--- src/rtl/debounce_edge_detect.sv ---
// ============================================================================
// debounce_edge_detect
//
// Cleans up a raw, asynchronous single-bit input so that downstream flops can
// consume it safely. The block does the following:
//   1. Synchronises d_in through a plain SYNC_STAGES flop chain. There is no
//      logic between the stages. The last stage is called d_sync.
//   2. Filters d_sync with a small two-state FSM. A new level is accepted only
//      after d_sync has disagreed with the current clean level for
//      STABLE_CYCLES consecutive clock edges. A shorter excursion is dropped
//      and produces no pulse.
//   3. Emits registered, single-cycle rise/fall pulses on each accepted change.
//   4. Keeps a wrapping count of accepted rising edges, with a synchronous
//      clear.
//
// Parameters
//   SYNC_STAGES   : synchroniser depth. Must be 2 or more.
//   STABLE_CYCLES : consecutive mismatching edges needed to accept a level.
//                   Legal range is 1 .. 2**CNT_W.
//   CNT_W         : width of the stability counter.
//   EDGE_W        : width of the rising-edge counter.
//
// Ports
//   clk        in   single clock; all state updates on posedge
//   reset      in   asynchronous reset, active low (asserted when 0)
//   d_in       in   raw asynchronous input
//   cnt_clr    in   synchronous clear of edge_count
//   q          out  debounced level
//   rise       out  one-cycle pulse on an accepted 0->1 change of q
//   fall       out  one-cycle pulse on an accepted 1->0 change of q
//   busy       out  high while a candidate level change is being qualified
//   edge_count out  number of accepted rising edges, wraps modulo 2**EDGE_W
//
// Reset deassertion must be synchronous to clk. It is aligned outside this
// block.
// ============================================================================
module debounce_edge_detect #(
    parameter int unsigned SYNC_STAGES   = 2,
    parameter int unsigned STABLE_CYCLES = 8,
    parameter int unsigned CNT_W         = 4,
    parameter int unsigned EDGE_W        = 8
) (
    input  logic              clk,
    input  logic              reset,
    input  logic              d_in,
    input  logic              cnt_clr,
    output logic              q,
    output logic              rise,
    output logic              fall,
    output logic              busy,
    output logic [EDGE_W-1:0] edge_count
);

    typedef enum logic [0:0] {
        ST_IDLE    = 1'b0,
        ST_QUALIFY = 1'b1
    } state_t;

    // Counter value on the last qualifying edge. The counter reads 1 after the
    // first mismatching edge, so reaching STABLE_CYCLES-1 while still
    // mismatching means this edge is mismatch number STABLE_CYCLES.
    localparam logic [CNT_W-1:0] STAB_LAST = CNT_W'(STABLE_CYCLES - 32'd1);

    // With a one-edge window, the edge that first sees the mismatch accepts it.
    // In that case the FSM never enters QUALIFY.
    localparam bit SINGLE_CYCLE = (STABLE_CYCLES == 32'd1);

    // ------------------------------------------------------------------
    // Registers
    // ------------------------------------------------------------------
    logic [SYNC_STAGES-1:0] r_sync;
    state_t                 r_state;
    logic [CNT_W-1:0]       r_stab_cnt;
    logic                   r_q;
    logic                   r_rise;
    logic                   r_fall;
    logic                   r_busy;
    logic [EDGE_W-1:0]      r_edge_cnt;

    // ------------------------------------------------------------------
    // Combinational next-state signals
    // ------------------------------------------------------------------
    logic                   w_d_sync;
    logic                   w_mismatch;
    state_t                 w_state_nxt;
    logic [CNT_W-1:0]       w_stab_cnt_nxt;
    logic                   w_q_nxt;
    logic                   w_rise_nxt;
    logic                   w_fall_nxt;
    logic [EDGE_W-1:0]      w_edge_cnt_nxt;

    assign w_d_sync   = r_sync[SYNC_STAGES-1];
    assign w_mismatch = w_d_sync ^ r_q;

    // Synchroniser chain: a pure shift register so that every stage gets a
    // full clock period to resolve metastability.
    always_ff @(posedge clk or negedge reset) begin
        if (!reset) begin
            r_sync <= {SYNC_STAGES{1'b0}};
        end else begin
            r_sync <= {r_sync[SYNC_STAGES-2:0], d_in};
        end
    end

    // Debounce FSM next-state, stability counter and pulse decode.
    always_comb begin
        w_state_nxt    = r_state;
        w_stab_cnt_nxt = r_stab_cnt;
        w_q_nxt        = r_q;
        w_rise_nxt     = 1'b0;
        w_fall_nxt     = 1'b0;
        case (r_state)
            ST_IDLE: begin
                if (w_mismatch) begin
                    if (SINGLE_CYCLE) begin
                        // Accept on the detecting edge itself.
                        w_q_nxt        = w_d_sync;
                        w_rise_nxt     = w_d_sync;
                        w_fall_nxt     = ~w_d_sync;
                        w_state_nxt    = ST_IDLE;
                        w_stab_cnt_nxt = {CNT_W{1'b0}};
                    end else begin
                        w_state_nxt    = ST_QUALIFY;
                        w_stab_cnt_nxt = CNT_W'(1'b1);
                    end
                end else begin
                    w_state_nxt    = ST_IDLE;
                    w_stab_cnt_nxt = {CNT_W{1'b0}};
                end
            end
            ST_QUALIFY: begin
                if (!w_mismatch) begin
                    // The excursion ended before the window filled. Drop it
                    // silently.
                    w_state_nxt    = ST_IDLE;
                    w_stab_cnt_nxt = {CNT_W{1'b0}};
                end else if (r_stab_cnt == STAB_LAST) begin
                    w_q_nxt        = w_d_sync;
                    w_rise_nxt     = w_d_sync;
                    w_fall_nxt     = ~w_d_sync;
                    w_state_nxt    = ST_IDLE;
                    w_stab_cnt_nxt = {CNT_W{1'b0}};
                end else begin
                    w_state_nxt    = ST_QUALIFY;
                    w_stab_cnt_nxt = r_stab_cnt + CNT_W'(1'b1);
                end
            end
            default: begin
                // An illegal encoding falls back to a safe, quiet state.
                w_state_nxt    = ST_IDLE;
                w_stab_cnt_nxt = {CNT_W{1'b0}};
            end
        endcase
    end

    // Edge counter next value. The clear wins, but a rise accepted in the same
    // cycle still counts as one edge.
    always_comb begin
        w_edge_cnt_nxt = r_edge_cnt;
        if (cnt_clr) begin
            if (w_rise_nxt) begin
                w_edge_cnt_nxt = EDGE_W'(1'b1);
            end else begin
                w_edge_cnt_nxt = {EDGE_W{1'b0}};
            end
        end else if (w_rise_nxt) begin
            w_edge_cnt_nxt = r_edge_cnt + EDGE_W'(1'b1);
        end else begin
            w_edge_cnt_nxt = r_edge_cnt;
        end
    end

    // FSM state and stability counter registers.
    always_ff @(posedge clk or negedge reset) begin
        if (!reset) begin
            r_state    <= ST_IDLE;
            r_stab_cnt <= {CNT_W{1'b0}};
        end else begin
            r_state    <= w_state_nxt;
            r_stab_cnt <= w_stab_cnt_nxt;
        end
    end

    // Registered outputs. busy tracks the next state, so it rises on the edge
    // that enters QUALIFY. It falls on the same edge that accepts or rejects
    // the change.
    always_ff @(posedge clk or negedge reset) begin
        if (!reset) begin
            r_q        <= 1'b0;
            r_rise     <= 1'b0;
            r_fall     <= 1'b0;
            r_busy     <= 1'b0;
            r_edge_cnt <= {EDGE_W{1'b0}};
        end else begin
            r_q        <= w_q_nxt;
            r_rise     <= w_rise_nxt;
            r_fall     <= w_fall_nxt;
            r_busy     <= (w_state_nxt == ST_QUALIFY);
            r_edge_cnt <= w_edge_cnt_nxt;
        end
    end

    assign q          = r_q;
    assign rise       = r_rise;
    assign fall       = r_fall;
    assign busy       = r_busy;
    assign edge_count = r_edge_cnt;

endmodule

--- config.mk ---
export PLATFORM = sky130hd
export DESIGN_NAME = debounce_edge_detect
export DESIGN_NICKNAME = d
export VERILOG_FILES = /design/src/rtl/debounce_edge_detect.sv
export SDC_FILE = /design/constraint.sdc
export NUM_CORES = 1
export LEC_CHECK = 0
export CAP_MARGIN = 20
export CORE_MARGIN = 2
export CORE_UTILIZATION = 40
export DETAILED_ROUTE_END_ITERATION = 8
export PLACE_DENSITY = 0.66
export RECOVER_POWER = 50
export SYNTH_ARGS = -nofsm -noshare
export SYNTH_HDL_FRONTEND = slang
export SYNTH_SLANG_ARGS = --single-unit
--- constraint.sdc ---
create_clock -name clk -period 2.2 [get_ports clk]
set_clock_uncertainty 0.2 [all_clocks]
set_input_delay 0.33 -clock clk [delete_from_list [all_inputs] [get_ports clk]]
set_output_delay 0.33 -clock clk [all_outputs]
set_load 0.01 [all_outputs]
==> results.md, run 1 <==
- Status: completed
- Slew Limit Fails: 0
- Worst-case clock buffer depth: 2
- Setup Buffers After CTS: 0
- Site Rows: 16
- Final period util: 0.856
- CTS tree: yes
- Antenna-violating nets left: 0
- H-tree depth: 1
- Setup TNS: 0 ns
- CORE AREA: 2000 um2
- GRT overflow: 0
- Critical Path, Cell by Cell: nand3b_1, nor4_2, mux2_2
- WL final: 1510 um
- Fraction of layout cells with a size suffix above 1: 0.126
- Initial Util: 0.433
- Global-route wire length before repair: 2900 um
- FMAX: 0.531 GHz
- Worst Path Max Fanout: 12
- Clk pwr share: 0.344
- Die Width: 50.6 um
- Logic pwr share: 0.054
- Hold Fails Final Rpt: 0
- Largest net degree at the start of global routing: 19
- Total number of vias: 626
- 1st-iter DRT viols: 3
- Ant. Diodes: 0
- Worst r2r path cells: 3
- Ports: 16
- Pre-antenna DRT Iters: 3
- DRC: 0
- Yosys top cell by area: dfrtp_1
- CTS resizes: 0
- Pint: 0.449 mW
- Synth top area cells: dfrtp_1, mux2_2, nor2_1, ha_1, nor4_2
- Worst path top cell family by delay: simple AND/OR/NAND/NOR gates
- Peak VDD IR: 0.395 mV
- MaxCap Viol Count: 0
- Routability cong.: 0.750
- Synth Warn #: 0
- Post-Syn Nets: 83
- HP Class: flip-flop to flip-flop
- Slowest stage delay, CP: 0.44 ns
- Clk Latency, worst-skew pair: 0.29 ns
- Layout fillers: 188
- Worst hold slack: 0.166 ns
- Global Route Usage Sum: 0.149
- Mean post-synth cell area: 11.3 um2
- Port bufs: 15
- Number of nets in the layout: 102
- Static leakage: 0.446 nW
- Dpl cells: 118
- Drt wl/cell: 12.4 um
- # clock sinks: 18
- Net Sw Frac: 0.207
- Post-synth top area share: 0.519
- CP Depth: 3
- Data required, critical path: 2.18 ns
- Worst path slowest cell: nand3b_1
- Mapped Cells: 77
- CP Launch Type: flip-flop
- Clk pin slew, worst setup/hold paths: 0.09 ns
- Hold-fix buffers, CTS: 0
- Worst-Margin Slew: 0.954 ns
- Initial antenna violation count: 0
- Switching power: 0.117 mW
- Post-synthesis cell area: 867 um2
- Die outline height: 50.6 um
- Vias per cell: 5.13
- CP Capture Type: flip-flop
- RSZ-0062 raised after global routing: false
- Number of global-route vias before repair: 665
- Final core utilization: 0.536
- Endpoints failing setup: 0
- Crit path kind: flip-flop to flip-flop
- Sequential power share: 0.602
- CTS Buf Count: 3
- Worst EP arrival: 1.86 ns
- Power density cells: 528 nW/um2
- CTS Root Cell: clkbuf_4
- Area growth syn-to-layout: 23.7%
- Slew headroom: 0.364
- Die area: 2560 um2
- Final Non-Filler Cells: 122
- Sequential area share after synthesis: 0.519
- Seq cells post-synth: 18
- CP bufs+invs: 0
- Netlist cell types: 27
- Hold depth: 0
- Final Critical Period: 1.88 ns
layout by cell type (no fill, tap or decap), drive strengths merged, types with 2 or more instances in the layout:
cell type	n
nor2b	3
or4	3
dlygate4sd3	2
o31ai	3
ha	2
nand4	3
nor4	3
clkbuf	5
nor2	7
nand3b	2
nand2	2
nand3	4
a21oi	4
clkdlybuf4s50	13
inv	3
o21ai	2
mux2	4
dfrtp	18
and2	2
xnor2	2
registers in the layout, summed over array words and instances, names as in the netlist:
| name | count |
|---|---|
| edge_count | 8 |
| q | 1 |
| rise | 1 |
| r_sync | 2 |
| fall | 1 |
| busy | 1 |
| r_stab_cnt | 4 |
cell usage after synthesis, drive strengths merged:
master	count
dfrtp	18
o21ai	2
o31ai	3
xnor2	2
nand4	3
xor2	1
nor2b	3
clkbuf	1
mux2	4
nand3	4
a21oi	4
and2	2
and3b	1
or4	3
nand3b	2
nand2b	1
and3	1
inv	3
ha	2
nand2	2
or3	1
nor3	1
nor2	7
mux2i	1
buf	2
nor4	3
routing by layer:
layer,wire length [um],vias up,track usage
met5,0,-,0
li1,-,311,-
met4,0,0,0.0360
met3,57,0,0.0476
met2,699,7,0.239
met1,753,308,0.194
path summary, 6_finish.rpt:
check | startpoint | endpoint | slack [ns]
min | r_sync[0]$_DFF_PN0_ | r_sync[1]$_DFF_PN0_ | 0.17
max in group asynchronous | reset | busy$_DFF_PN0_ | 0.72
max | q$_DFFE_PN0P_ | edge_count[6]$_DFFE_PN0P_ | 0.32
min reg2reg | r_sync[0]$_DFF_PN0_ | r_sync[1]$_DFF_PN0_ | 0.17
min in group asynchronous | reset | edge_count[5]$_DFFE_PN0P_ | 0.50
max reg2reg | q$_DFFE_PN0P_ | edge_count[6]$_DFFE_PN0P_ | 0.32
per-stage QoR:
stage / power [mW] / worst slack, ns / instance area [um2]
global placement: 0.379 / 0.345 / 1040
finish: 0.566 / 0.317 / 1070
CTS: 0.580 / 0.293 / 1080
floorplan: 0.363 / 0.442 / 867
detailed placement: 0.381 / 0.323 / 1040
global route: 0.605 / 0.197 / 1070
area by class of cell:
class	count	area, um2	share of cell area
flip-flops and latches	18	450	0.420
multi-input cells	53	379	0.354
repair buffers	17	161	0.151
clock buffers	4	36.3	0.0338
well taps	27	33.8	0.0315
inverters	3	11.3	0.0105
power by group through the flow:
| stage | sequential, mW | clock [mW] | combinational, mW |
|---|---|---|---|
| 4_1_cts | 0.341 | 0.206 | 0.0333 |
| 2_1_floorplan | 0.347 | 0 | 0.0157 |
| 3_3_place_gp | 0.347 | 0 | 0.0326 |
| 6_report | 0.341 | 0.195 | 0.0305 |
| 5_1_grt | 0.342 | 0.228 | 0.0356 |
| 3_5_place_dp | 0.347 | 0 | 0.0333 |
worst register-to-register path: cells and delay by family, from the launching register on:
kind,cells,cell delay [ns]
simple gates,2,0.80
flops,1,0.41
mux,1,0.37
cell families after synthesis:
group                      count (synthesis)  share of synthesized area
and+or+nand+nor                           34                      0.254
AOI/OAI and AO/OA                          9                     0.0606
buffers and inverters                      6                     0.0433
xor gates and xnor gates                   3                     0.0303
adders and majority gates                  2                     0.0289
muxes                                      5                     0.0635
DFF                                       18                      0.519
Power figures use the tool's default switching activity.
==> inputs of run 2 (changes only) <==
==> constraint.sdc (replaced) <==
create_clock -name clk -period 2 [get_ports clk]
set_clock_uncertainty 0.2 [all_clocks]
set_input_delay 0.3 -clock clk [delete_from_list [all_inputs] [get_ports clk]]
set_output_delay 0.3 -clock clk [all_outputs]
set_load 0.01 [all_outputs]
==> run 2 against run 1 <==
Net effect: sequential share of layout area decreased by 0.29 points; clock-buffer cell count did not move; sequential cell count unchanged; design area rose by 0.70%; cell count up 0.82%; critical path depth down 2; combinational power grew 15%; utilization rose by 0.38 points; sequential power rose by 10%; die area did not move; first-iteration DRC count rose to 2.7 times the previous value; global-route usage down 0.51 points; largest cell class unchanged.
==> results.md, run 2 (same netlist as run 1, synthesis figures left out) <==
- Die area: 2560 um2 (unchanged)
- # clock sinks: 18 (unchanged)
- Number of global-route vias before repair: 598 (-10%)
- HP Class: flip-flop to flip-flop
- Worst EP arrival: 1.36 ns (-0.50 ns)
- Setup TNS: 0 ns (unchanged)
- Power density cells: 582 nW/um2 (+10%)
- Final Instance Area: 1080 um2 (+0.70%)
- Area growth syn-to-layout: 24.5%
- GRT overflow: 0 (unchanged)
- DP HPWL: 1060 um
- CTS Buf Count: 3 (unchanged)
- Largest net degree at the start of global routing: 19 (unchanged)
- FMAX: 0.539 GHz
- Critical Path, Cell by Cell: clkdlybuf4s50_1
- Slowest stage delay, CP: 0.58 ns (+0.14 ns)
- Final period util: 0.928
- Total number of vias: 627 (+0.16%)
- Commonest non-fill, non-tap cells in the layout: dfrtp_1, clkdlybuf4s50_1, nor2_1
- 1st-iter DRT viols: 8 (+5)
- WL final: 1470 um (-2.8%)
- Worst-Margin Slew: 0.954 ns (-0.0000597 ns)
- DRC: 0 (unchanged)
- Crit path kind: flip-flop to output pin
- Global Route Usage Sum: 0.143 (-0.00513)
- CORE AREA: 2000 um2 (unchanged)
- Initial antenna violation count: 0 (unchanged)
- RSZ-0062 raised after global routing: false
- Initial Util: 0.433 (unchanged)
- Endpoints failing setup: 0 (unchanged)
- Dpl cell area: 1050 um2 (+0.72%)
- Final core utilization: 0.539 (+0.00375)
- MaxCap Viol Count: 0 (unchanged)
- Slew Limit Fails: 0 (unchanged)
- Clk pwr share: 0.348 (+0.004)
- Slew headroom: 0.364 (about the same)
- Worst Path Max Fanout: 8 (-4)
- Drt wl/cell: 11.9 um (-3.6%)
- Clk pin slew, worst setup/hold paths: 0.10 ns (about the same)
- Setup Buffers After CTS: 0 (unchanged)
- Ports: 16 (unchanged)
- H-tree depth: 1 (unchanged)
- Hold Fails Final Rpt: 0 (unchanged)
- Final Critical Period: 1.86 ns
- Site Rows: 16 (unchanged)
- Logic pwr share: 0.056 (+0.002)
- CTS Root Cell: clkbuf_4
- Die Width: 50.6 um (unchanged)
- Vias per cell: 5.10 (-0.65%)
- Port bufs: 15 (unchanged)
- Worst-case clock buffer depth: 2 (unchanged)
- Most common cell after layout, fill and taps aside: dfrtp_1
- Data required, critical path: 1.50 ns (-0.68 ns)
- Max reg flops: 8 (unchanged)
- Status: completed
- Clk Latency, worst-skew pair: 0.29 ns (about the same)
- CTS tree: yes
- Die outline height: 50.6 um (unchanged)
- Pre-antenna DRT Iters: 4 (+1)
- CP Launch Type: flip-flop
- CP Capture Type: output pin
- Pint: 0.495 mW (+10%)
- Worst path top cell family by delay: buffers and inverters
- Switching power: 0.133 mW (+14%)
- Fraction of layout cells with a size suffix above 1: 0.135 (+0.00910)
- Worst path slowest cell: clkdlybuf4s50_1
- Antenna-violating nets left: 0 (unchanged)
- Static leakage: 0.450 nW (+0.90%)
- Number of nets in the layout: 103 (+0.98%)
- Peak VDD IR: 0.379 mV (-4.1%)
- Global-route wire length before repair: 2730 um (-6.2%)
- Sequential power share: 0.597 (-0.005)
- Routability cong.: 0.709 (-5.4%)
- Net Sw Frac: 0.212 (+0.00511)
- Hold-fix buffers, CTS: 0 (unchanged)
- CTS resizes: 0 (unchanged)
- Ant. Diodes: 0 (unchanged)
- CP bufs+invs: 1 (+1)
-- run 2: cell types whose count changed in the layout (fill, tap and decap cells not counted) --
cell,change
and2_0,+1
and2_1,-1
buf_4,+1
-- run 2: stage by stage --
step	instances	total power, mW	hold WS [ns]	setup slack (ns)
2_1_floorplan	77	0.399	-0.196	0.242
3_3_place_gp	119	0.419	0.138	0.215
3_5_place_dp	119	0.419	0.143	0.182
4_1_cts	123	0.639	0.117	0.126
5_1_grt	123	0.663	0.171	0.0528
6_report	123	0.628	0.161	0.143
-- run 2: final timing paths --
kind | start | end | slack, ns | cells after the start
worst max-delay path | edge_count[2]$_DFFE_PN0P_ | edge_count[2] | 0.14 | 1
worst min-delay path | r_sync[0]$_DFF_PN0_ | r_sync[1]$_DFF_PN0_ | 0.16 | 0
worst max register to register | r_stab_cnt[0]$_DFF_PN0_ | edge_count[3]$_DFFE_PN0P_ | 0.16 | 5
worst min register to register | r_sync[0]$_DFF_PN0_ | r_sync[1]$_DFF_PN0_ | 0.16 | 0
max in group asynchronous | reset | busy$_DFF_PN0_ | 0.56 | 2
min in group asynchronous | reset | edge_count[1]$_DFFE_PN0P_ | 0.45 | 2
-- run 2: layout make-up --
class / count / area [um2]
fillers: 186 / 922
flip-flops and latches: 18 / 450
multi-input cells: 53 / 379
repair buffers: 18 / 169
clock buffers: 4 / 36.3
well taps: 27 / 33.8
inverters: 3 / 11.3
-- run 2: worst register-to-register path: stages, from the launching register on --
cell,delay (ns)
dfrtp_1,0.39
ha_1,0.22
nand3b_1,0.09
buf_4,0.19
or4_1,0.51
a21oi_1,0.16
-- run 2: per-layer routing --
metal / routed length (um) / up-vias / share of wire / track usage
met4: 13 / 0 / 0.0089 / 0.0811
met2: 701 / 6 / 0.48 / 0.215
li1: - / 317 / - / -
met3: 35 / 2 / 0.024 / 0.0268
met5: 0 / - / 0 / 0
met1: 717 / 302 / 0.49 / 0.194
-- run 2: power by group through the flow --
| stage | Clock (mW) | Combinational (mW) | Sequential [mW] |
|---|---|---|---|
| after detailed placement | 0 | 0.0376 | 0.382 |
| after global placement | 0 | 0.0375 | 0.382 |
| after CTS | 0.227 | 0.0376 | 0.375 |
| after global routing | 0.247 | 0.0405 | 0.376 |
| final | 0.218 | 0.0350 | 0.375 |
| after floorplan | 0 | 0.0173 | 0.382 |
==> RTL edit (flow settings as in run 2) <==
Set the parameter `CNT_W` to 6 (it was 4).
--- a/src/rtl/debounce_edge_detect.sv
+++ b/src/rtl/debounce_edge_detect.sv
@@ -37,7 +37,7 @@
 module debounce_edge_detect #(
     parameter int unsigned SYNC_STAGES   = 2,
     parameter int unsigned STABLE_CYCLES = 8,
-    parameter int unsigned CNT_W         = 4,
+    parameter int unsigned CNT_W         = 6,
     parameter int unsigned EDGE_W        = 8
 ) (
     input  logic              clk,
Check against the original RTL: same outputs for any inputs over 10 cycles, from zero or initial values and one cycle with reset low; that may be too few to reach the edited logic, so the function may still have changed.
==> RTL edit against run 2 <==
  * Critical path depth grew 2
  * Sequential cell count increased by 2
  * Wire length increased by 12%
  * Cell area is 11% higher
  * Non-clock buffer count up 2
  * Setup slack worse by 0.089 ns
  * Synthesized area rose by 8.2%
  * Total power rose by 23%
  * Worst hold slack is essentially flat
  * Highest routed layer unchanged
==> RTL edit: results (changes against run 2) <==
| Metric | Value |
|---|---|
| Worst EP arrival | 1.94 ns (was 1.36 ns) |
| Clk slew on worst S/H paths | 0.11 ns |
| Hold crit path type | reg -> reg (unchanged) |
| Routed wire per std cell | 12.27 um (was 11.93 um) |
| Detailed Place HPWL | 1186 um (was 1056 um) |
| CP top delay family | simple AND/OR/NAND/NOR gates (was buffers and inverters) |
| Vias in the first global route | 655 (was 598) |
| Maximum clock path buffer count | 2 (unchanged) |
| Port Buffers | 15 (unchanged) |
| Iter 0 DRT Violations | 6 (was 8) |
| DP Cell Count | 130 (was 119) |
| Seq/Total Area, Yosys | 0.5333 (was 0.5195) |
| Gate Count Post-Synth | 85 (was 77) |
| R2r startpoint | r_stab_cnt[3]$_DFF_PN0_ (was r_stab_cnt[0]$_DFF_PN0_) |
| Filler Cells Inserted | 222 (was 186) |
| Synth cell count leaders | dfrtp_1 (20), nor2_1 (7), a21oi_1 (6), nand3_1 (5), mux2_2 (4) (was dfrtp_1 (18), nor2_1 (7), a21oi_1 (4), mux2_2 (4), nand3_1 (4)) |
| Root Buffer | clkbuf_4 (unchanged) |
| Number of flops mapped to enable cells by yosys | 0 (unchanged) |
| Launch point of the critical path | r_stab_cnt[3]$_DFF_PN0_ (was edge_count[2]$_DFFE_PN0P_) |
| Tot GR Track Use | 0.1507 (was 0.1435) |
| Synth cell types | 29 (was 27) |
| CTS resizes | 0 (unchanged) |
| First-pass GRT wire length | 2946 um (was 2725 um) |
| Routed WL | 1644 um (was 1467 um) |
| Maximum vdd ir drop | 581.2 uV (was 378.5 uV) |
| Slowest-stage cell, CP | or4_4 (was clkdlybuf4s50_1) |
| Leakage power figure | 0.4808 nW (was 0.4504 nW) |
| Nets | 113 (was 103) |
| Relative slew slack | 0.2930 (was 0.3642) |
| Initial antenna violation count | 0 (unchanged) |
| H-tree Lvls | 1 (unchanged) |
| Num CTS Buffers | 3 (unchanged) |
| Vias per Instance | 5.194 (was 5.098) |
| Max reg flops | 8 (unchanged) |
| Setup bufs post-CTS | 0 (unchanged) |
| GP Congestion | 0.8173 (was 0.7094) |
| Ys Warns | 0 (unchanged) |
| N_diodes | 0 (unchanged) |
| Syn Nets | 91 (was 83) |
| Share of cells above drive strength 1 | 0.1698 (was 0.1354) |
| Asr flop ratio synth | 1.000 (unchanged) |
| Largest net degree at the start of global routing | 21 (was 19) |
| Iteration count of the initial detailed-routing pass | 4 (unchanged) |
| Status | completed (unchanged) |
| Peak per-stage delay on the critical path | 0.62 ns (was 0.58 ns) |
| Synth area leaders | dfrtp_1 (53%), mux2_2 (4.8%), a21oi_1 (3.2%) (was dfrtp_1 (52%), mux2_2 (5.2%), nor2_1 (3.0%)) |
| Worst skew pair latency | 0.29 ns (about the same) |
| Hold_sp | r_sync[0]$_DFF_PN0_ (unchanged) |
| Worst Path Max Fanout | 12 (was 8) |
## RTL edit: worst reg2reg max path, cell delays in order (launching register included)
cell and delay [ns]:
dfrtp_1 0.39, or4_4 0.62, nor4_2 0.28, mux2_2 0.35
## RTL edit: area by class of cell
type                       count  share of cell area
timing repair buffer          20              0.1503
sequential                    20              0.4175
tap                           28             0.02923
inverter                       3            0.009395
multi-input combinational     59              0.3497
clock buffer                   3             0.01879
clock inverter                 1             0.02505
## RTL edit: logic make-up (layout without fill, tap and decap cells)
kind of cell / after synthesis / count (layout) / share of synthesized area
multiplexers: 4 / 4 / 0.04800
AO/OA/AOI/OAI: 12 / 12 / 0.07600
buffers and inverters: 6 / 27 / 0.03733
adder cells (fa/ha/maj): 2 / 2 / 0.02666
XOR/XNOR: 5 / 5 / 0.04668
flip-flops: 20 / 20 / 0.5333
AND/OR/NAND/NOR: 36 / 36 / 0.2320
## RTL edit: where the power goes
| part | switching (W) | internal, W |
|---|---|---|
| clock network | 0.000119 | 0.000202 |
| registers | 0.00000531 | 0.000410 |
| logic | 0.0000189 | 0.0000140 |
## RTL edit: worst paths after layout
path / end / slack [ns] / cells after the start
max: edge_count[7]$_DFFE_PN0P_ / 0.05 / 3
min: r_sync[1]$_DFF_PN0_ / 0.16 / 0
max reg2reg: edge_count[7]$_DFFE_PN0P_ / 0.05 / 3
min reg2reg: r_sync[1]$_DFF_PN0_ / 0.16 / 0
max in group asynchronous: busy$_DFF_PN0_ / 0.47 / 2
min in group asynchronous: edge_count[6]$_DFFE_PN0P_ / 0.50 / 2
## RTL edit: per-layer routing
metal / track usage / vias to the layer above / share of wire
met2: 0.2208 / 8 / 0.46
met4: 0.05128 / 0 / 0.0097
li1: - / 353 / -
met3: 0.06000 / 2 / 0.040
met1: 0.2019 / 333 / 0.49
met5: 0 / - / 0
## RTL edit: stage by stage
stage / hold slack (ns) / area, um2 / setup TNS [ns] / worst slack, ns / util
floorplan: -0.1956 / 938.4 / 0 / 0.01299 / -
global placement: 0.1380 / 1137 / 0 / 0.07614 / 0.5141
detailed placement: 0.1379 / 1137 / 0 / 0.04544 / 0.5141
CTS: 0.1190 / 1190 / 0 / 0.009174 / 0.5379
global route: 0.1674 / 1199 / -0.05262 / -0.03175 / 0.5419
finish: 0.1615 / 1199 / 0 / 0.05426 / 0.5419
